## config.mk

```make
export PLATFORM = sky130hd
export DESIGN_NAME = mem_port_arbiter
export DESIGN_NICKNAME = d
export VERILOG_FILES = /design/src/rtl/core_pkg.sv /design/src/rtl/arb_wait_timer.sv /design/src/rtl/mem_port_arbiter.sv
export SDC_FILE = /design/constraint.sdc
export NUM_CORES = 1
export LEC_CHECK = 0
export ABC_CLOCK_PERIOD_IN_PS = 1900
export CAP_MARGIN = 20
export CORE_MARGIN = 10
export CORE_UTILIZATION = 38
export CTS_BUF_LIST = sky130_fd_sc_hd__clkbuf_4
export CTS_CLUSTER_SIZE = 25
export DETAILED_ROUTE_END_ITERATION = 7
export PLACE_DENSITY = 0.79
export SYNTH_ARGS = -nofsm -noshare
export SYNTH_HDL_FRONTEND = slang
export SYNTH_HIERARCHICAL = 1
export SYNTH_SLANG_ARGS = --single-unit
```

## constraint.sdc

```tcl
create_clock -name clk -period 1.9 [get_ports clk]
set_input_delay 0.285 -clock clk [delete_from_list [all_inputs] [get_ports clk]]
set_output_delay 0.285 -clock clk [all_outputs]
set_load 0.05 [all_outputs]
```

## src/rtl/core_pkg.sv

```systemverilog
// -----------------------------------------------------------------------------
// core_pkg
// Shared definitions for the memory port arbiter:
//   arb_state_t      : arbiter FSM states (IDLE / IF_BUSY / D_BUSY)
//   OWN_IF / OWN_D   : owner encoding of the transaction in flight
//   D_BURST_MAX_DEF  : default number of consecutive data grants while a
//                      fetch is waiting
//   TIMEOUT_CYC_DEF  : default wait-state limit for the optional timeout
//   NOP              : RV32I canonical NOP (addi x0,x0,0), handy as a filler
// -----------------------------------------------------------------------------
package core_pkg;

  typedef enum logic [1:0] {
    IDLE    = 2'd0,
    IF_BUSY = 2'd1,
    D_BUSY  = 2'd2
  } arb_state_t;

  localparam logic OWN_IF = 1'b0;
  localparam logic OWN_D  = 1'b1;

  localparam int D_BURST_MAX_DEF = 4;
  localparam int TIMEOUT_CYC_DEF = 255;

  localparam logic [31:0] NOP = 32'h0000_0013;

endpackage

```

## src/rtl/arb_wait_timer.sv

```systemverilog
// -----------------------------------------------------------------------------
// arb_wait_timer
// Loadable wait-state counter. Held at zero while i_clear is high, counts up
// while i_en is high, and saturates at LIMIT-1. o_term is high while the
// counter sits at LIMIT-1, i.e. during the LIMIT-th enabled cycle after a
// clear.
// Ports:
//   clk      in  clock
//   nrst     in  synchronous active-low reset
//   i_clear  in  force counter to zero
//   i_en     in  count enable
//   o_term   out terminal flag
// -----------------------------------------------------------------------------
module arb_wait_timer #(
  parameter int LIMIT = 255
) (
  input  logic clk,
  input  logic nrst,
  input  logic i_clear,
  input  logic i_en,
  output logic o_term
);

  localparam int CW = (LIMIT > 1) ? $clog2(LIMIT) : 1;
  localparam logic [CW-1:0] TERM = CW'(LIMIT - 1);

  logic [CW-1:0] r_cnt;

  always_ff @(posedge clk) begin
    if (!nrst || i_clear) begin
      r_cnt <= '0;
    end else if (i_en && (r_cnt != TERM)) begin
      r_cnt <= r_cnt + CW'(1);
    end
  end

  assign o_term = (r_cnt == TERM);

endmodule

```

## src/rtl/mem_port_arbiter.sv

```systemverilog
// -----------------------------------------------------------------------------
// mem_port_arbiter
// Shares one external memory port between instruction fetch (if_*) and data
// access (d_*). Transactions are serialised, read data is routed back to the
// owner, and a pipeline stall is derived from the outstanding requests.
//
// Optional feature (compile-time macro ARB_TIMEOUT_EN):
//   defined   : a wait timer aborts a transaction after TIMEOUT_CYC wait
//               cycles without ex_valid; owner gets rvalid with rdata = 0
//               and err pulses for one cycle.
//   undefined : no timer, err is constant 0, the FSM waits indefinitely.
//
// Ports:
//   clk, nrst                 clock, synchronous active-low reset
//   if_req/if_addr            fetch request (held until if_rvalid)
//   if_gnt/if_rvalid/if_rdata fetch grant pulse, completion pulse, data
//   d_req/d_we/d_addr/d_wdata/d_wstrb
//                             data request (held until d_rvalid)
//   d_gnt/d_rvalid/d_rdata    data grant pulse, completion pulse, data
//                             (d_rdata = 0 on write completion)
//   ex_ren/ex_wen/ex_addr/ex_wdata/ex_wstrb
//                             external port strobes and payload
//   ex_valid/ex_rdata         external completion and read data
//   stall                     pipeline stall request
//   err                       timeout abort pulse
// -----------------------------------------------------------------------------
module mem_port_arbiter
  import core_pkg::*;
#(
  parameter int AW          = 32,
  parameter int DW          = 32,
  parameter int D_BURST_MAX = D_BURST_MAX_DEF,
  parameter int TIMEOUT_CYC = TIMEOUT_CYC_DEF
) (
  input  logic            clk,
  input  logic            nrst,
  // fetch side
  input  logic            if_req,
  input  logic [AW-1:0]   if_addr,
  output logic            if_gnt,
  output logic            if_rvalid,
  output logic [DW-1:0]   if_rdata,
  // data side
  input  logic            d_req,
  input  logic            d_we,
  input  logic [AW-1:0]   d_addr,
  input  logic [DW-1:0]   d_wdata,
  input  logic [DW/8-1:0] d_wstrb,
  output logic            d_gnt,
  output logic            d_rvalid,
  output logic [DW-1:0]   d_rdata,
  // external port
  output logic            ex_ren,
  output logic            ex_wen,
  output logic [AW-1:0]   ex_addr,
  output logic [DW-1:0]   ex_wdata,
  output logic [DW/8-1:0] ex_wstrb,
  input  logic            ex_valid,
  input  logic [DW-1:0]   ex_rdata,
  // core control
  output logic            stall,
  output logic            err
);

  localparam int BW = DW / 8;
  localparam int CW = (D_BURST_MAX > 0) ? $clog2(D_BURST_MAX + 1) : 1;
  localparam logic [CW-1:0] BURST_LIM = CW'(D_BURST_MAX);

  arb_state_t r_state, w_state_nxt;

  logic          r_if_gnt,    w_if_gnt_nxt;
  logic          r_if_rvalid, w_if_rvalid_nxt;
  logic [DW-1:0] r_if_rdata,  w_if_rdata_nxt;
  logic          r_d_gnt,     w_d_gnt_nxt;
  logic          r_d_rvalid,  w_d_rvalid_nxt;
  logic [DW-1:0] r_d_rdata,   w_d_rdata_nxt;
  logic          r_ex_ren,    w_ex_ren_nxt;
  logic          r_ex_wen,    w_ex_wen_nxt;
  logic [AW-1:0] r_ex_addr,   w_ex_addr_nxt;
  logic [DW-1:0] r_ex_wdata,  w_ex_wdata_nxt;
  logic [BW-1:0] r_ex_wstrb,  w_ex_wstrb_nxt;
  logic          r_err,       w_err_nxt;
  logic [CW-1:0] r_burst_cnt, w_burst_nxt;

  logic          w_if_pend;
  logic          w_d_pend;
  logic          w_idle_open;
  logic          w_force_if;
  logic          w_grant_d;
  logic          w_grant_if;
  logic          w_busy;
  logic          w_abort;
  logic          w_finish;
  logic          w_owner;
  logic [DW-1:0] w_rdata_sel;

  // A requester still sees its own rvalid this cycle, so its held req
  // belongs to the transaction that just completed and must not be re-granted.
  assign w_if_pend = if_req & ~r_if_rvalid;
  assign w_d_pend  = d_req  & ~r_d_rvalid;

  // The completion cycle is the turnaround bubble: no grant is issued while
  // either rvalid is high, so a held data stream and a waiting fetch are
  // arbitrated together in the following cycle.
  assign w_idle_open = (r_state == IDLE) & ~r_if_rvalid & ~r_d_rvalid;

  assign w_force_if = w_if_pend & (r_burst_cnt == BURST_LIM);
  assign w_grant_d  = w_idle_open & w_d_pend & ~w_force_if;
  assign w_grant_if = w_idle_open & w_if_pend & ~w_grant_d;

  assign w_busy  = (r_state == IF_BUSY) | (r_state == D_BUSY);
  assign w_owner = (r_state == D_BUSY) ? OWN_D : OWN_IF;

`ifdef ARB_TIMEOUT_EN
  logic w_tmo_term;

  arb_wait_timer #(
    .LIMIT (TIMEOUT_CYC)
  ) u_wait_timer (
    .clk     (clk),
    .nrst    (nrst),
    .i_clear (~w_busy),
    .i_en    (w_busy),
    .o_term  (w_tmo_term)
  );

  // A completion arriving in the terminal cycle still wins over the abort.
  assign w_abort = w_busy & ~ex_valid & w_tmo_term;
`else
  assign w_abort = 1'b0;
`endif

  assign w_finish    = w_busy & (ex_valid | w_abort);
  assign w_rdata_sel = w_abort ? '0 : ex_rdata;

  // FSM state register
  always_ff @(posedge clk) begin
    if (!nrst) begin
      r_state <= IDLE;
    end else begin
      r_state <= w_state_nxt;
    end
  end

  // FSM next-state logic
  always_comb begin
    w_state_nxt = r_state;
    unique case (r_state)
      IDLE: begin
        if (w_grant_d) begin
          w_state_nxt = D_BUSY;
        end else if (w_grant_if) begin
          w_state_nxt = IF_BUSY;
        end
      end
      IF_BUSY, D_BUSY: begin
        if (w_finish) begin
          w_state_nxt = IDLE;
        end
      end
      default: w_state_nxt = IDLE;
    endcase
  end

  // FSM output logic (next values of the registered outputs)
  always_comb begin
    w_if_gnt_nxt    = 1'b0;
    w_d_gnt_nxt     = 1'b0;
    w_if_rvalid_nxt = 1'b0;
    w_d_rvalid_nxt  = 1'b0;
    w_err_nxt       = 1'b0;
    w_if_rdata_nxt  = r_if_rdata;
    w_d_rdata_nxt   = r_d_rdata;
    w_ex_ren_nxt    = r_ex_ren;
    w_ex_wen_nxt    = r_ex_wen;
    w_ex_addr_nxt   = r_ex_addr;
    w_ex_wdata_nxt  = r_ex_wdata;
    w_ex_wstrb_nxt  = r_ex_wstrb;

    unique case (r_state)
      IDLE: begin
        if (w_grant_d) begin
          w_d_gnt_nxt    = 1'b1;
          w_ex_ren_nxt   = ~d_we;
          w_ex_wen_nxt   = d_we;
          w_ex_addr_nxt  = d_addr;
          w_ex_wdata_nxt = d_wdata;
          w_ex_wstrb_nxt = d_wstrb;
        end else if (w_grant_if) begin
          w_if_gnt_nxt   = 1'b1;
          w_ex_ren_nxt   = 1'b1;
          w_ex_wen_nxt   = 1'b0;
          w_ex_addr_nxt  = if_addr;
          w_ex_wdata_nxt = '0;
          w_ex_wstrb_nxt = '0;
        end
      end
      IF_BUSY, D_BUSY: begin
        if (w_finish) begin
          w_ex_ren_nxt = 1'b0;
          w_ex_wen_nxt = 1'b0;
          w_err_nxt    = w_abort;
          if (w_owner == OWN_D) begin
            w_d_rvalid_nxt = 1'b1;
            w_d_rdata_nxt  = r_ex_wen ? '0 : w_rdata_sel;
          end else begin
            w_if_rvalid_nxt = 1'b1;
            w_if_rdata_nxt  = w_rdata_sel;
          end
        end
      end
      default: begin
        w_ex_ren_nxt = 1'b0;
        w_ex_wen_nxt = 1'b0;
      end
    endcase
  end

  // Burst counter: counts data grants taken while a fetch is waiting.
  always_comb begin
    w_burst_nxt = r_burst_cnt;
    if (!if_req || w_grant_if) begin
      w_burst_nxt = '0;
    end else if (w_grant_d && (r_burst_cnt != BURST_LIM)) begin
      w_burst_nxt = r_burst_cnt + CW'(1);
    end
  end

  // Registered outputs and burst counter
  always_ff @(posedge clk) begin
    if (!nrst) begin
      r_if_gnt    <= 1'b0;
      r_if_rvalid <= 1'b0;
      r_if_rdata  <= '0;
      r_d_gnt     <= 1'b0;
      r_d_rvalid  <= 1'b0;
      r_d_rdata   <= '0;
      r_ex_ren    <= 1'b0;
      r_ex_wen    <= 1'b0;
      r_ex_addr   <= '0;
      r_ex_wdata  <= '0;
      r_ex_wstrb  <= '0;
      r_err       <= 1'b0;
      r_burst_cnt <= '0;
    end else begin
      r_if_gnt    <= w_if_gnt_nxt;
      r_if_rvalid <= w_if_rvalid_nxt;
      r_if_rdata  <= w_if_rdata_nxt;
      r_d_gnt     <= w_d_gnt_nxt;
      r_d_rvalid  <= w_d_rvalid_nxt;
      r_d_rdata   <= w_d_rdata_nxt;
      r_ex_ren    <= w_ex_ren_nxt;
      r_ex_wen    <= w_ex_wen_nxt;
      r_ex_addr   <= w_ex_addr_nxt;
      r_ex_wdata  <= w_ex_wdata_nxt;
      r_ex_wstrb  <= w_ex_wstrb_nxt;
      r_err       <= w_err_nxt;
      r_burst_cnt <= w_burst_nxt;
    end
  end

  assign if_gnt    = r_if_gnt;
  assign if_rvalid = r_if_rvalid;
  assign if_rdata  = r_if_rdata;
  assign d_gnt     = r_d_gnt;
  assign d_rvalid  = r_d_rvalid;
  assign d_rdata   = r_d_rdata;
  assign ex_ren    = r_ex_ren;
  assign ex_wen    = r_ex_wen;
  assign ex_addr   = r_ex_addr;
  assign ex_wdata  = r_ex_wdata;
  assign ex_wstrb  = r_ex_wstrb;
  assign err       = r_err;

  // Stall is gated by nrst so it reads 0 while reset is asserted.
  assign stall = nrst & ((if_req & ~r_if_rvalid) | (d_req & ~r_d_rvalid));

endmodule

```

# ---- Yosys cells after proc, flatten, opt, wreduce, memory -nomap -nowiden
# Index checks and enable logic that the tools add are counted.
dict set report totals {
  out_inout_bits 140
  wordCells 78
  regBits 143
}
dict set report classes {
  n_eq_ne 6
  n_mux 23
  n_addsub 1
  n_bitwise 21
  reduce_logical 14
}
# op count
set op_table {}
lappend op_table {{two-way mux 32 bit} 5}
lappend op_table {{AND 1 bit} 11}
lappend op_table {{two-way mux 1 bit} 10}
lappend op_table {{AND reduction 3 bit} 3}
lappend op_table {{two-way mux 4 bit} 2}
lappend op_table {{inverter 1 bit} 8}
lappend op_table {{two-way mux 2 bit} 3}
lappend op_table {{!= test 3 bit, second input constant} 2}
lappend op_table {{AND reduction 2 bit} 3}
lappend op_table {{case mux 1 bit (2 select lines)} 2}
lappend op_table {{case mux 2 bit (2 select lines)} 1}
lappend op_table {{OR reduction 2 bit} 2}
lappend op_table {{adder 3 x 1 -> 3 bit, second input constant} 1}
lappend op_table {{equality test 3 bit, second input constant} 1}
lappend op_table {{OR reduction 3 bit} 1}
lappend op_table {{equality test 2 x 1 -> 1 bit, second input constant} 1}
lappend op_table {{equality test 2 bit, second input constant} 1}
lappend op_table {{zero test 2 bit} 1}
lappend op_table {{!= test 2 bit, second input constant} 1}
lappend op_table {{bitwise OR 1 bit} 2}
lappend op_table {{nonzero test 2 bit} 1}
lappend op_table {{logical AND 1 bit} 1}
lappend op_table {{zero test 1 bit} 1}
lappend op_table {{logical OR 1 bit} 1}

# ---- Logic depth before layout (Yosys ltp)
dict set report logic_depth {
  depth_word 10
  mapped_depth 10
  ltp_nobuf 6
}

# ---- Least setup slack after synthesis
# Ideal clock, no wire load.
dict set report synth_path {
  path_type {register to register}
  start {reg r_if_rvalid, in the netlist if_rvalid}
  end {reg r_ex_ren, in the netlist ex_ren}
  path_stages_with_launch 8
  path_slack_ns -0.009
  period_less_slack_ns 1.909
  arrival_time_ns 1.844
  setup_ns 0.066
  path_cell_list {dfxtp_1 -> and4bb_1 -> buf_6 -> and2_4 -> buf_6 -> buf_6 -> a211o_1 -> a21boi_2}
}
dict set report synth_between {
  elab_chain_cells 9
  word_cells_on_any_way 15
  cone_classes {eq/ne (1); mux (2); bitwise (11); reduce/logical (1)}
}
# element line
set synth_rtl {}
lappend synth_rtl {{from (decl)} mem_port_arbiter.sv:72} ;# logic r_if_rvalid, w_if_rvalid_nxt;
lappend synth_rtl {{from (signal assigned)} mem_port_arbiter.sv:247} ;# r_if_rvalid <= w_if_rvalid_nxt;
lappend synth_rtl {{inverter 1 bit *} {mem_port_arbiter.sv:99, mem_port_arbiter.sv:105}}
lappend synth_rtl {{AND 1 bit (on tied branches)} {mem_port_arbiter.sv:105, mem_port_arbiter.sv:99}}
lappend synth_rtl {{AND 1 bit (on tied branches)} {mem_port_arbiter.sv:105, mem_port_arbiter.sv:107}}
lappend synth_rtl {{AND 1 bit / inverter 1 bit (equally long branches)} mem_port_arbiter.sv:108} ;# assign w_grant_d = w_idle_open & w_d_pend & ~w_force_if;
lappend synth_rtl {{AND 1 bit} mem_port_arbiter.sv:108}
lappend synth_rtl {{inverter 1 bit} mem_port_arbiter.sv:109} ;# assign w_grant_if = w_idle_open & w_if_pend & ~w_grant_d;
lappend synth_rtl {{AND 1 bit} mem_port_arbiter.sv:109}
lappend synth_rtl {{!= test 3 bit (no source line)} --}
lappend synth_rtl {{AND reduction 2 bit (no source line)} --}
lappend synth_rtl {{to (signal assigned)} mem_port_arbiter.sv:252} ;# r_ex_ren <= w_ex_ren_nxt;
lappend synth_rtl {{to (decl)} mem_port_arbiter.sv:77} ;# logic r_ex_ren, w_ex_ren_nxt;
# Every way passes the cells marked *; elsewhere a longest branch is shown, timed or not.
# A chain may end at the register's enable or synchronous reset.

# ---- Worst setup path after layout
dict set report layout_path {
  start {reg r_d_rvalid, in the netlist d_rvalid}
  end {out stall}
}
dict set report layout_between {
  elab_chain_cells 4
}
# element line
set layout_rtl {}
lappend layout_rtl {{from (decl)} mem_port_arbiter.sv:75} ;# logic r_d_rvalid, w_d_rvalid_nxt;
lappend layout_rtl {{from (signal assigned)} mem_port_arbiter.sv:250} ;# r_d_rvalid <= w_d_rvalid_nxt;
lappend layout_rtl {{inverter 1 bit} mem_port_arbiter.sv:276} ;# assign stall = nrst & ((if_req & ~r_if_rvalid) | (d_req & ~r_d_rvalid));
lappend layout_rtl {{AND 1 bit} mem_port_arbiter.sv:276}
lappend layout_rtl {{bitwise OR 1 bit} mem_port_arbiter.sv:276}
lappend layout_rtl {{AND 1 bit} mem_port_arbiter.sv:276}
lappend layout_rtl {{to (decl)} mem_port_arbiter.sv:61} ;# output logic stall,
# No other way between the ends.

==> reports/qor.yml <==
core_um2: 14530
cp-endpoint: "stall"
postSynthCellCount: 618
synth_area_leader_cell: "dfxtp_1"
nets: 1023
die-height_um: 141.7
wl_per_cell_um: 17.83
rows: 44
routed_wl_um: 19260
multi_input_area_um2: 2399
synth_cell_types: 38
dp_hpwl_um: 14290
path_max_fanout: 7
leakagePower_uw: 0.003805
crit_arrival_ns: 1.50
fillerInstances: 1328
cts.sinks: 143
cp-startpoint: "d_rvalid$_SDFF_PN0_"
cts_buffers: 17
viasPerCell: 4.960
timing.setup.critical_path_class: "flip-flop to output pin"
slew_headroom_pct: 63.31
netlist_top_cells_area: "dfxtp_1, nor2b_1, a21oi_1"
postRouteAntennaNets: 0
drc: 0
required_ns: 1.62
postCtsHoldBufs: 0
avgSynthCellArea_um2: 9.109
grt_pass1_vias: 5230
hold_class: "input port to flip-flop"
place.gp.congestion: 0.7706
setup_violations: 0
syn2layout_area_growth_pct: 56.28
cts_max_level: 4
portBuffers: 276
grt_max_degree: 41
drt_pass1_iterations: 5
dpl_cell_area_um2: 8685
syn-num-nets: 760
min_period_ns: 1.790
root_buffer: "clkbuf_4"
r2r_slack_ns: 0.22
fin_util_pct: 60.53
initial_utilization_pct: 38.73
cts_setup_buffers: 0
cts_tree: "built"
via_count: 5357
rsz0062_at_grt: "false"
regArea_um2: 2864
skew_ns: 0.01372
critPathCaptureType: "output pin"
gr-total-overflow: 0
period_share_pct: 94.20
netlist_area_um2: 5629
cts_buffer_depth: 2
drive_above_1_share_pct: 8.054
drt_iter0_markers: 243
synth_top_area_share_pct: 50.86
p_total_uw: 8490
power_density_nw_per_um2: 965.1
clk_pin_slew_worst_paths_ns: 0.10
final_common_cell: "dfxtp_1"
drv_slew: 0
fin_tns_setup_ns: 0
max_cap_violations: 0
synth_edf_count: 0
layout_common_cells: "dfxtp_1, clkdlybuf4s50_1, dlygate4sd2_1, nand2_1, nor2b_1"
max_freq_mhz: 558.7
synth-async-reset-ratio_pct: 0
die_x_um: 141.7
ys_ff_latch: 143
final_area_um2: 8797
hold_viol: 0
status: "completed"
yosys_warnings: 6
worstSkewPairLatency_ns: 0.54
worst_slew_pin_slew_ns: 0.5525
die-area_um2: 20080
synth_top_flop_cell: "dfxtp_1"
antenna_found_initial: 2
grt_pass1_wl_um: 29180
grt_util_all_layers_pct: 18.26
io_pins: 278
r2r-end: "ex_addr[1]$_SDFFE_PN0P_"
post_cts_resized: 125
yosysSeqAreaShare_pct: 50.86
reg2reg_from: "r_state[0]$_SDFFE_PN0P_"
start_kind: "flip-flop"
ir_drop_uv: 435.3
reg2reg_depth: 7
-- how the worst min path moves through the flow --
stage | depth (start not counted) | from | end | slack, ns
2_1_floorplan | 2 | if_addr[29] | ex_addr[29]$_SDFFE_PN0P_ | 0.41
3_3_place_gp | 2 | if_rdata[28]$_SDFFE_PN0P_ | if_rdata[28]$_SDFFE_PN0P_ | 0.45
3_5_place_dp | 2 | if_rdata[11]$_SDFFE_PN0P_ | if_rdata[11]$_SDFFE_PN0P_ | 0.46
4_1_cts | 3 | nrst | d_rvalid$_SDFF_PN0_ | 0.03
5_1_grt | 3 | nrst | d_rvalid$_SDFF_PN0_ | 0.03
6_report | 3 | nrst | d_rvalid$_SDFF_PN0_ | 0.08
-- power breakdown --
group	internal [uW]	switching (uW)	leakage, uW
combinational	1090	2060	0.00249
sequential	3320	150	0.00117
clock	789	1070	0.000142
-- layout make-up --
type                            instances  area share (%)
Clock buffer                           19           1.621
Multi-Input combinational cell        384           27.26
Clock inverter                         13           1.380
Antenna cell                            2         0.05689
Sequential cell                       143           32.56
Timing Repair Buffer                  298           32.93
Inverter                               37           1.579
Tap cell                              184           2.617
-- cell families (layout without fill, tap and decap cells) --
group / after synthesis / after routing / synth area share (%)
compound gates: 183 / 183 / 22.03
fa+ha+maj: 4 / 4 / 0.8891
buf+inv: 91 / 367 / 6.690
flops: 143 / 143 / 50.86
mux: 1 / 1 / 0.2000
other cells: 1 / 3 / 0.06662
simple gates: 195 / 195 / 19.27
-- critical path: stages, from the launching register on --
cell and delay (ns):
dfxtp_1 0.49, o22ai_1 0.13, and2_1 0.19, buf_12 0.15
-- flip-flops by register name, indices dropped and copies added, names as in the netlist --
register / cells
d_rdata: 32
ex_addr: 32
ex_wdata: 32
if_rdata: 32
ex_wstrb: 4
r_burst_cnt: 3
r_state: 2
d_gnt: 1
d_rvalid: 1
ex_ren: 1
ex_wen: 1
if_gnt: 1
if_rvalid: 1
-- synth_stat cells (2+ instances only) --
| cell | count |
|---|---|
| nor2_1 | 6 |
| buf_2 | 7 |
| inv_1 | 37 |
| dfxtp_1 | 143 |
| o221ai_1 | 31 |
| a22oi_1 | 37 |
| nor3b_1 | 32 |
| and3_1 | 2 |
| nor2b_1 | 69 |
| nand2_1 | 73 |
| ha_1 | 4 |
| o21ai_0 | 4 |
| a21oi_1 | 67 |
| a21boi_0 | 35 |
| buf_6 | 3 |
| clkbuf_1 | 39 |
| and2_1 | 3 |
| buf_1 | 4 |
| a211oi_1 | 3 |
-- layer usage --
metal	global-route usage [%]	vias to the layer above	part of all wire, %
met4	6.294	0	1.3
li1	-	2658	-
met1	21.06	2486	41
met5	0	-	0
met3	7.911	18	9.2
met2	29.58	195	48
-- stage by stage --
| stage | hold slack (ns) | setup slack, ns | std cells |
|---|---|---|---|
| finish | 0.08304 | 0.1102 | 1080 |
| global route | 0.03251 | 0.005618 | 1080 |
| CTS | 0.02742 | 0.03586 | 1078 |
| detailed placement | 0.4560 | 0.05012 | 1046 |
| global placement | 0.4486 | 0.06771 | 1046 |
| floorplan | 0.4136 | 0.02186 | 618 |
(Power assumes the default switching activity.)
